==> src/rtl/lsu_if.sv <==
`default_nettype none
// ---------------------------------------------------------------------------
// lsu_if : core-side request/response channel of the load/store unit. Rev 1.0
// ---------------------------------------------------------------------------
interface lsu_if;
  logic        req_valid;
  logic        req_ready;
  logic        req_we;
  logic [2:0]  req_funct3;
  logic [31:0] req_addr;
  logic [31:0] req_wdata;
  logic        resp_valid;
  logic        resp_ready;
  logic [31:0] resp_rdata;
  logic        resp_err;

  modport master (
    output req_valid, req_we, req_funct3, req_addr, req_wdata, resp_ready,
    input  req_ready, resp_valid, resp_rdata, resp_err
  );

  modport slave (
    input  req_valid, req_we, req_funct3, req_addr, req_wdata, resp_ready,
    output req_ready, resp_valid, resp_rdata, resp_err
  );
endinterface
`default_nettype wire

==> src/rtl/lsu.sv <==
`default_nettype none
// ---------------------------------------------------------------------------
// lsu : RISC-V load/store unit driving the byte-lane mem port. Rev 1.0
// ---------------------------------------------------------------------------
module lsu #(
  parameter int ADDR_WIDTH       = 12,
  parameter int MEM_SIZE_BYTES   = 4096,
  parameter int DATA_WIDTH_BYTES = 4
) (
  input  logic                  clk,
  input  logic                  rst,
  lsu_if.slave                  core,
  output logic [ADDR_WIDTH-1:0] mem_addr,
  output logic [0:3]            mem_wenableL,
  output logic [0:3][7:0]       mem_data_w,
  input  logic [0:3][7:0]       mem_data_r
);

  if (DATA_WIDTH_BYTES != 4) begin : g_width_check
    $error("lsu supports only DATA_WIDTH_BYTES = 4");
  end

  typedef enum logic [1:0] {IDLE, ACCESS, CAPTURE, RESP} state_t;

  state_t                state_q, state_d;
  logic                  req_ready_q, req_ready_d;
  logic                  we_q, we_d;
  logic [2:0]            funct3_q, funct3_d;
  logic [1:0]            off_q, off_d;
  logic                  resp_valid_q, resp_valid_d;
  logic                  resp_err_q, resp_err_d;
  logic [31:0]           resp_rdata_q, resp_rdata_d;
  logic [ADDR_WIDTH-1:0] mem_addr_q, mem_addr_d;
  logic [0:3]            mem_wenableL_q, mem_wenableL_d;
  logic [0:3][7:0]       mem_data_w_q, mem_data_w_d;

  logic                  req_err;
  logic [0:3]            store_wen;
  logic [0:3][7:0]       store_data;
  logic [31:0]           rd_word, rd_shifted, load_data;

  // Request classification: illegal funct3, misalignment, or beyond mem.
  always_comb begin
    logic legal_f3, misaligned;
    if (core.req_we)
      legal_f3 = !core.req_funct3[2] && (core.req_funct3[1:0] != 2'd3);
    else
      legal_f3 = (core.req_funct3[1:0] != 2'd3) && !(core.req_funct3[2] && core.req_funct3[1]);
    misaligned = ((core.req_funct3[1:0] == 2'd1) && core.req_addr[0]) ||
                 ((core.req_funct3[1:0] == 2'd2) && (core.req_addr[1:0] != 2'd0));
    req_err = !legal_f3 || misaligned || (core.req_addr >= 32'(MEM_SIZE_BYTES));
  end

  always_comb begin
    store_wen  = '1;
    store_data = '0;
    for (int k = 0; k < 4; k++) begin
      case (core.req_funct3[1:0])
        2'd0: begin
          store_wen[k]  = (k[1:0] != core.req_addr[1:0]);
          store_data[k] = core.req_wdata[7:0];
        end
        2'd1: begin
          store_wen[k]  = (k[1] != core.req_addr[1]);
          store_data[k] = k[0] ? core.req_wdata[15:8] : core.req_wdata[7:0];
        end
        default: begin
          store_wen[k]  = 1'b0;
          store_data[k] = core.req_wdata[8*k +: 8];
        end
      endcase
    end
  end

  always_comb begin
    rd_word    = {mem_data_r[3], mem_data_r[2], mem_data_r[1], mem_data_r[0]};
    rd_shifted = rd_word >> {off_q, 3'b000};
    case (funct3_q[1:0])
      2'd0:    load_data = {{24{~funct3_q[2] & rd_shifted[7]}}, rd_shifted[7:0]};
      2'd1:    load_data = {{16{~funct3_q[2] & rd_shifted[15]}}, rd_shifted[15:0]};
      default: load_data = rd_word;
    endcase
  end

  always_comb begin
    state_d        = state_q;
    we_d           = we_q;
    funct3_d       = funct3_q;
    off_d          = off_q;
    resp_valid_d   = resp_valid_q;
    resp_err_d     = resp_err_q;
    resp_rdata_d   = resp_rdata_q;
    mem_addr_d     = mem_addr_q;
    mem_wenableL_d = '1;
    mem_data_w_d   = '0;
    case (state_q)
      IDLE: begin
        if (core.req_valid && req_ready_q) begin
          we_d     = core.req_we;
          funct3_d = core.req_funct3;
          off_d    = core.req_addr[1:0];
          if (req_err) begin
            state_d      = RESP;
            resp_valid_d = 1'b1;
            resp_err_d   = 1'b1;
          end else begin
            state_d    = ACCESS;
            mem_addr_d = {core.req_addr[ADDR_WIDTH-1:2], 2'b00};
            if (core.req_we) begin
              mem_wenableL_d = store_wen;
              mem_data_w_d   = store_data;
            end
          end
        end
      end
      ACCESS: begin
        if (we_q) begin
          state_d      = RESP;
          resp_valid_d = 1'b1;
        end else begin
          state_d = CAPTURE;
        end
      end
      CAPTURE: begin
        state_d      = RESP;
        resp_valid_d = 1'b1;
        resp_rdata_d = load_data;
      end
      RESP: begin
        if (core.resp_ready) begin
          state_d      = IDLE;
          resp_valid_d = 1'b0;
          resp_err_d   = 1'b0;
          resp_rdata_d = '0;
        end
      end
      default: state_d = IDLE;
    endcase
    req_ready_d = (state_d == IDLE);
  end

  // Async reset lifts the write enables immediately so an aborted store never commits.
  always_ff @(posedge clk or posedge rst) begin
    if (rst) begin
      state_q        <= IDLE;
      req_ready_q    <= 1'b0;
      we_q           <= 1'b0;
      funct3_q       <= '0;
      off_q          <= '0;
      resp_valid_q   <= 1'b0;
      resp_err_q     <= 1'b0;
      resp_rdata_q   <= '0;
      mem_addr_q     <= '0;
      mem_wenableL_q <= '1;
      mem_data_w_q   <= '0;
    end else begin
      state_q        <= state_d;
      req_ready_q    <= req_ready_d;
      we_q           <= we_d;
      funct3_q       <= funct3_d;
      off_q          <= off_d;
      resp_valid_q   <= resp_valid_d;
      resp_err_q     <= resp_err_d;
      resp_rdata_q   <= resp_rdata_d;
      mem_addr_q     <= mem_addr_d;
      mem_wenableL_q <= mem_wenableL_d;
      mem_data_w_q   <= mem_data_w_d;
    end
  end

  assign core.req_ready  = req_ready_q;
  assign core.resp_valid = resp_valid_q;
  assign core.resp_err   = resp_err_q;
  assign core.resp_rdata = resp_rdata_q;
  assign mem_addr        = mem_addr_q;
  assign mem_wenableL    = mem_wenableL_q;
  assign mem_data_w      = mem_data_w_q;

endmodule
`default_nettype wire

==> src/flat_wrapper.sv <==
// flat-port wrapper written by rule: the top's interface ports become plain ports
module lsu_flat 
#(
  parameter int ADDR_WIDTH       = 12,
  parameter int MEM_SIZE_BYTES   = 4096,
  parameter int DATA_WIDTH_BYTES = 4
)
  (clk, rst, mem_addr, mem_wenableL, mem_data_w, mem_data_r, core_req_valid, core_req_we, core_req_funct3, core_req_addr, core_req_wdata, core_resp_ready, core_req_ready, core_resp_valid, core_resp_rdata, core_resp_err);
  lsu_if core_i ();
  input  logic clk;
  input  logic rst;
  output logic [ADDR_WIDTH-1:0] mem_addr;
  output logic [0:3] mem_wenableL;
  output logic [0:3][7:0] mem_data_w;
  input  logic [0:3][7:0] mem_data_r;
  input wire logic [$bits(core_i.req_valid)-1:0] core_req_valid;
  input wire logic [$bits(core_i.req_we)-1:0] core_req_we;
  input wire logic [$bits(core_i.req_funct3)-1:0] core_req_funct3;
  input wire logic [$bits(core_i.req_addr)-1:0] core_req_addr;
  input wire logic [$bits(core_i.req_wdata)-1:0] core_req_wdata;
  input wire logic [$bits(core_i.resp_ready)-1:0] core_resp_ready;
  output wire logic [$bits(core_i.req_ready)-1:0] core_req_ready;
  output wire logic [$bits(core_i.resp_valid)-1:0] core_resp_valid;
  output wire logic [$bits(core_i.resp_rdata)-1:0] core_resp_rdata;
  output wire logic [$bits(core_i.resp_err)-1:0] core_resp_err;
  assign core_i.req_valid = core_req_valid;
  assign core_i.req_we = core_req_we;
  assign core_i.req_funct3 = core_req_funct3;
  assign core_i.req_addr = core_req_addr;
  assign core_i.req_wdata = core_req_wdata;
  assign core_i.resp_ready = core_resp_ready;
  assign core_req_ready = core_i.req_ready;
  assign core_resp_valid = core_i.resp_valid;
  assign core_resp_rdata = core_i.resp_rdata;
  assign core_resp_err = core_i.resp_err;
  lsu #(.ADDR_WIDTH(ADDR_WIDTH), .MEM_SIZE_BYTES(MEM_SIZE_BYTES), .DATA_WIDTH_BYTES(DATA_WIDTH_BYTES)) u_core (.clk(clk), .rst(rst), .core(core_i), .mem_addr(mem_addr), .mem_wenableL(mem_wenableL), .mem_data_w(mem_data_w), .mem_data_r(mem_data_r));
endmodule
==> config.mk <==
export PLATFORM = sky130hd
export DESIGN_NAME = lsu_flat
export DESIGN_NICKNAME = d
export VERILOG_FILES = /design/src/rtl/lsu_if.sv /design/src/rtl/lsu.sv /design/src/flat_wrapper.sv
export SDC_FILE = /design/constraint.sdc
export NUM_CORES = 1
export LEC_CHECK = 0
export ABC_AREA = 1
export CAP_MARGIN = 20
export CORE_MARGIN = 2
export CORE_UTILIZATION = 40
export CTS_CLUSTER_DIAMETER = 200
export CTS_CLUSTER_SIZE = 40
export DETAILED_ROUTE_END_ITERATION = 7
export DONT_BUFFER_PORTS = 1
export PLACE_DENSITY = 0.64
export SETUP_SLACK_MARGIN = 0.02
export SYNTH_ARGS = -nofsm -noshare
export SYNTH_HDL_FRONTEND = slang
export SYNTH_SLANG_ARGS = --single-unit
==> constraint.sdc <==
create_clock -name clk -period 5.7 [get_ports clk]
set_input_delay 1.425 -clock clk [delete_from_list [all_inputs] [get_ports clk]]
set_output_delay 1.425 -clock clk [all_outputs]
set_load 0.01 [all_outputs]
==> metrics <==
status finished, final reports clean; kind of critical path input pin to flop; CP startpoint kind input pin; wl on met1 4560 um; setup TNS 0 ns; DP HPWL between 8000 and 9000 um; post-synth top area cell dfrtp_1; Remaining DRCs 0; measured slew at the worst slew-check pin between 0.9 and 1 ns; fin util a little over two fifths; Post-CTS Setup Bufs 0; Chip Width roughly 110 um; CP Data Arrival Time 3.34 ns; Initial Util 40.8%; antenna cells 0; Avg Vias per Cell 5.18; nets roughly 650; Setup Slack @ Placement 2.23 ns; largest net degree at the start of global routing 48; metal2 WL between 5000 and 6000 um; Pre-antenna DRT Iters 6; CP required ~6.0 ns; H-tree depth 3; initial antenna violation count 0; Seq/Total Area, Yosys about half; synth top area cells dfrtp_1, nand2_1, nor2_1, a21oi_1, o21ai_0; Mapped Area 4380 um^2; vias 3603; Cell variety after synth 29; skew final about 0.015 ns; commonest non-fill, non-tap cell in the layout nand2_1; I/O Buffers 0; total grt overflow 0; Root Driver clkbuf_8; DRT iter0 DRCs 196; most frequent cells in the layout nand2_1, dfrtp_1, nor2_1; post-synthesis register bit count 89; Mapped Cells 562; maxcap violations 0; clk buf depth 2; WL final 11700 um; Main synth FF type dfrtp_1; Placed Cells between 600 and 700; Final WS setup 2.64 ns; Post-Layout Cell Count between 600 and 700; VDD IR max 0.191 mV; gr usage total 20.2%; Hold Buf Count CTS 0; setup violators final 0; CTS sink cnt just under 90; global-route wire length before repair 18500 um; Async S/R FF share, synth 100%; WL per Instance 16.8 um; fraction of layout cells with a size suffix above 1 9.91%; count of flip-flops with a built-in enable after synthesis 0; Yosys top cell area share 48.6%; max_slew headroom 37.2%; crit end category flop; Yosys Warn Count 0; clock-pin slew on the worst setup and hold paths 0.09 ns; highest routed metal layer met4; setup repair after global routing missed its margin no; max-slew violations 0; Lkg Pwr 2.38 nW; WL met3 roughly 1400 um; post-cts resize count 0; Fillers 1091; crit path time final 3.06 ns; Syn Area/Cell 7.79 um^2; Ports 187; Die ar. 11800 um^2; TritonCTS clock tree built; f_max between 300 and 400 MHz; area grow syn2layout 5.40%; clk_lat worst skew ~0.36 ns; vias in the first global route 3670; Detail Route Antenna Nets 0; Tcrit/Tclk final 53.7%; chip height 109 um; Pwr per Cell Area about 430 nW/um^2; TritonCTS Buffers 9; Final Hold Fails 0; core area 10700 um^2; cell row count 38; HP Class flop to flop; RD Place Congestion 0.876; worst-path maximum fanout 32
-- kinds of logic after synthesis --
group	synth area share, %
AOI/OAI and AO/OA	12.3
other	0.0856
DFF	51.0
and+or+nand+nor	28.7
buffers and inverters	7.88
-- report_power, final --
part / internal, mW / switching [mW]
clock network: 0.184 / 0.230
logic: 0.214 / 0.453
registers: 0.752 / 0.173
total: 1.15 / 0.857
-- cell type report --
type	count	area [um^2]	area share (%)
Sequential cell	89	2230	48.3
Multi-Input combinational cell	398	1810	39.2
Inverter	50	189	4.09
Tap cell	140	175	3.79
Clock buffer	11	151	3.28
Clock inverter	5	37.5	0.813
Timing Repair Buffer	2	22.5	0.488
-- layer usage --
metal | vias up | GRT usage [%]
li1 | 1744 | -
met5 | - | 0
met4 | 0 | 7.05
met1 | 1675 | 23.0
met3 | 21 | 8.85
met2 | 163 | 33.9
-- stage by stage --
step	hold slack (ns)	cell area [um^2]	power [mW]
2_1_floorplan	0.495	4380	1.45
3_3_place_gp	0.520	4410	1.57
3_5_place_dp	0.520	4430	1.60
4_1_cts	0.540	4620	2.02
5_1_grt	0.575	4620	2.17
6_report	0.534	4620	2.01
-- critical path, stage by stage --
cell	delay [ns]
nand2_1	0.08
nor3_2	0.52
nand3_2	0.35
inv_2	0.27
nand2_2	0.43
nor2_1	0.24
-- synth_stat cells, types with 5 or more instances --
cell type    n
nand2_1    176
dfrtp_1     85
nor2_1      83
inv_1       42
a21oi_1     33
o21ai_0     33
nand3_1     18
nor2_2      13
o21ai_1     12
buf_2        9
a221oi_1     8
clkbuf_1     8
inv_2        7
buf_4        5
-- flip-flops by register name, summed over array words and instances, names as in the netlist --
register,flops
u_core.funct3_q,3
u_core.mem_data_w,32
u_core.core.resp_rdata,32
u_core.core.resp_valid,1
u_core.mem_addr,10
u_core.mem_wenableL,4
u_core.off_q,2
u_core.core.req_ready,1
u_core.we_q,1
u_core.core.resp_err,1
u_core.state_q,2
-- worst paths after layout --
| check | start | endpoint | slack (ns) | cells after the start |
|---|---|---|---|---|
| max in group asynchronous | rst | u_core.core.resp_rdata[1] | 3.63 | 2 |
| worst max-delay path | core_req_valid | u_core.mem_data_w[5] | 2.64 | 6 |
| worst min register to register | u_core.we_q | u_core.we_q | 0.53 | 2 |
| worst max register to register | u_core.state_q[0] | u_core.mem_data_w[5] | 3.25 | 5 |
| worst min-delay path | u_core.we_q | u_core.we_q | 0.53 | 2 |
| min in group asynchronous | rst | u_core.mem_addr[4] | 1.03 | 1 |
Power figures use the tool's default switching activity.
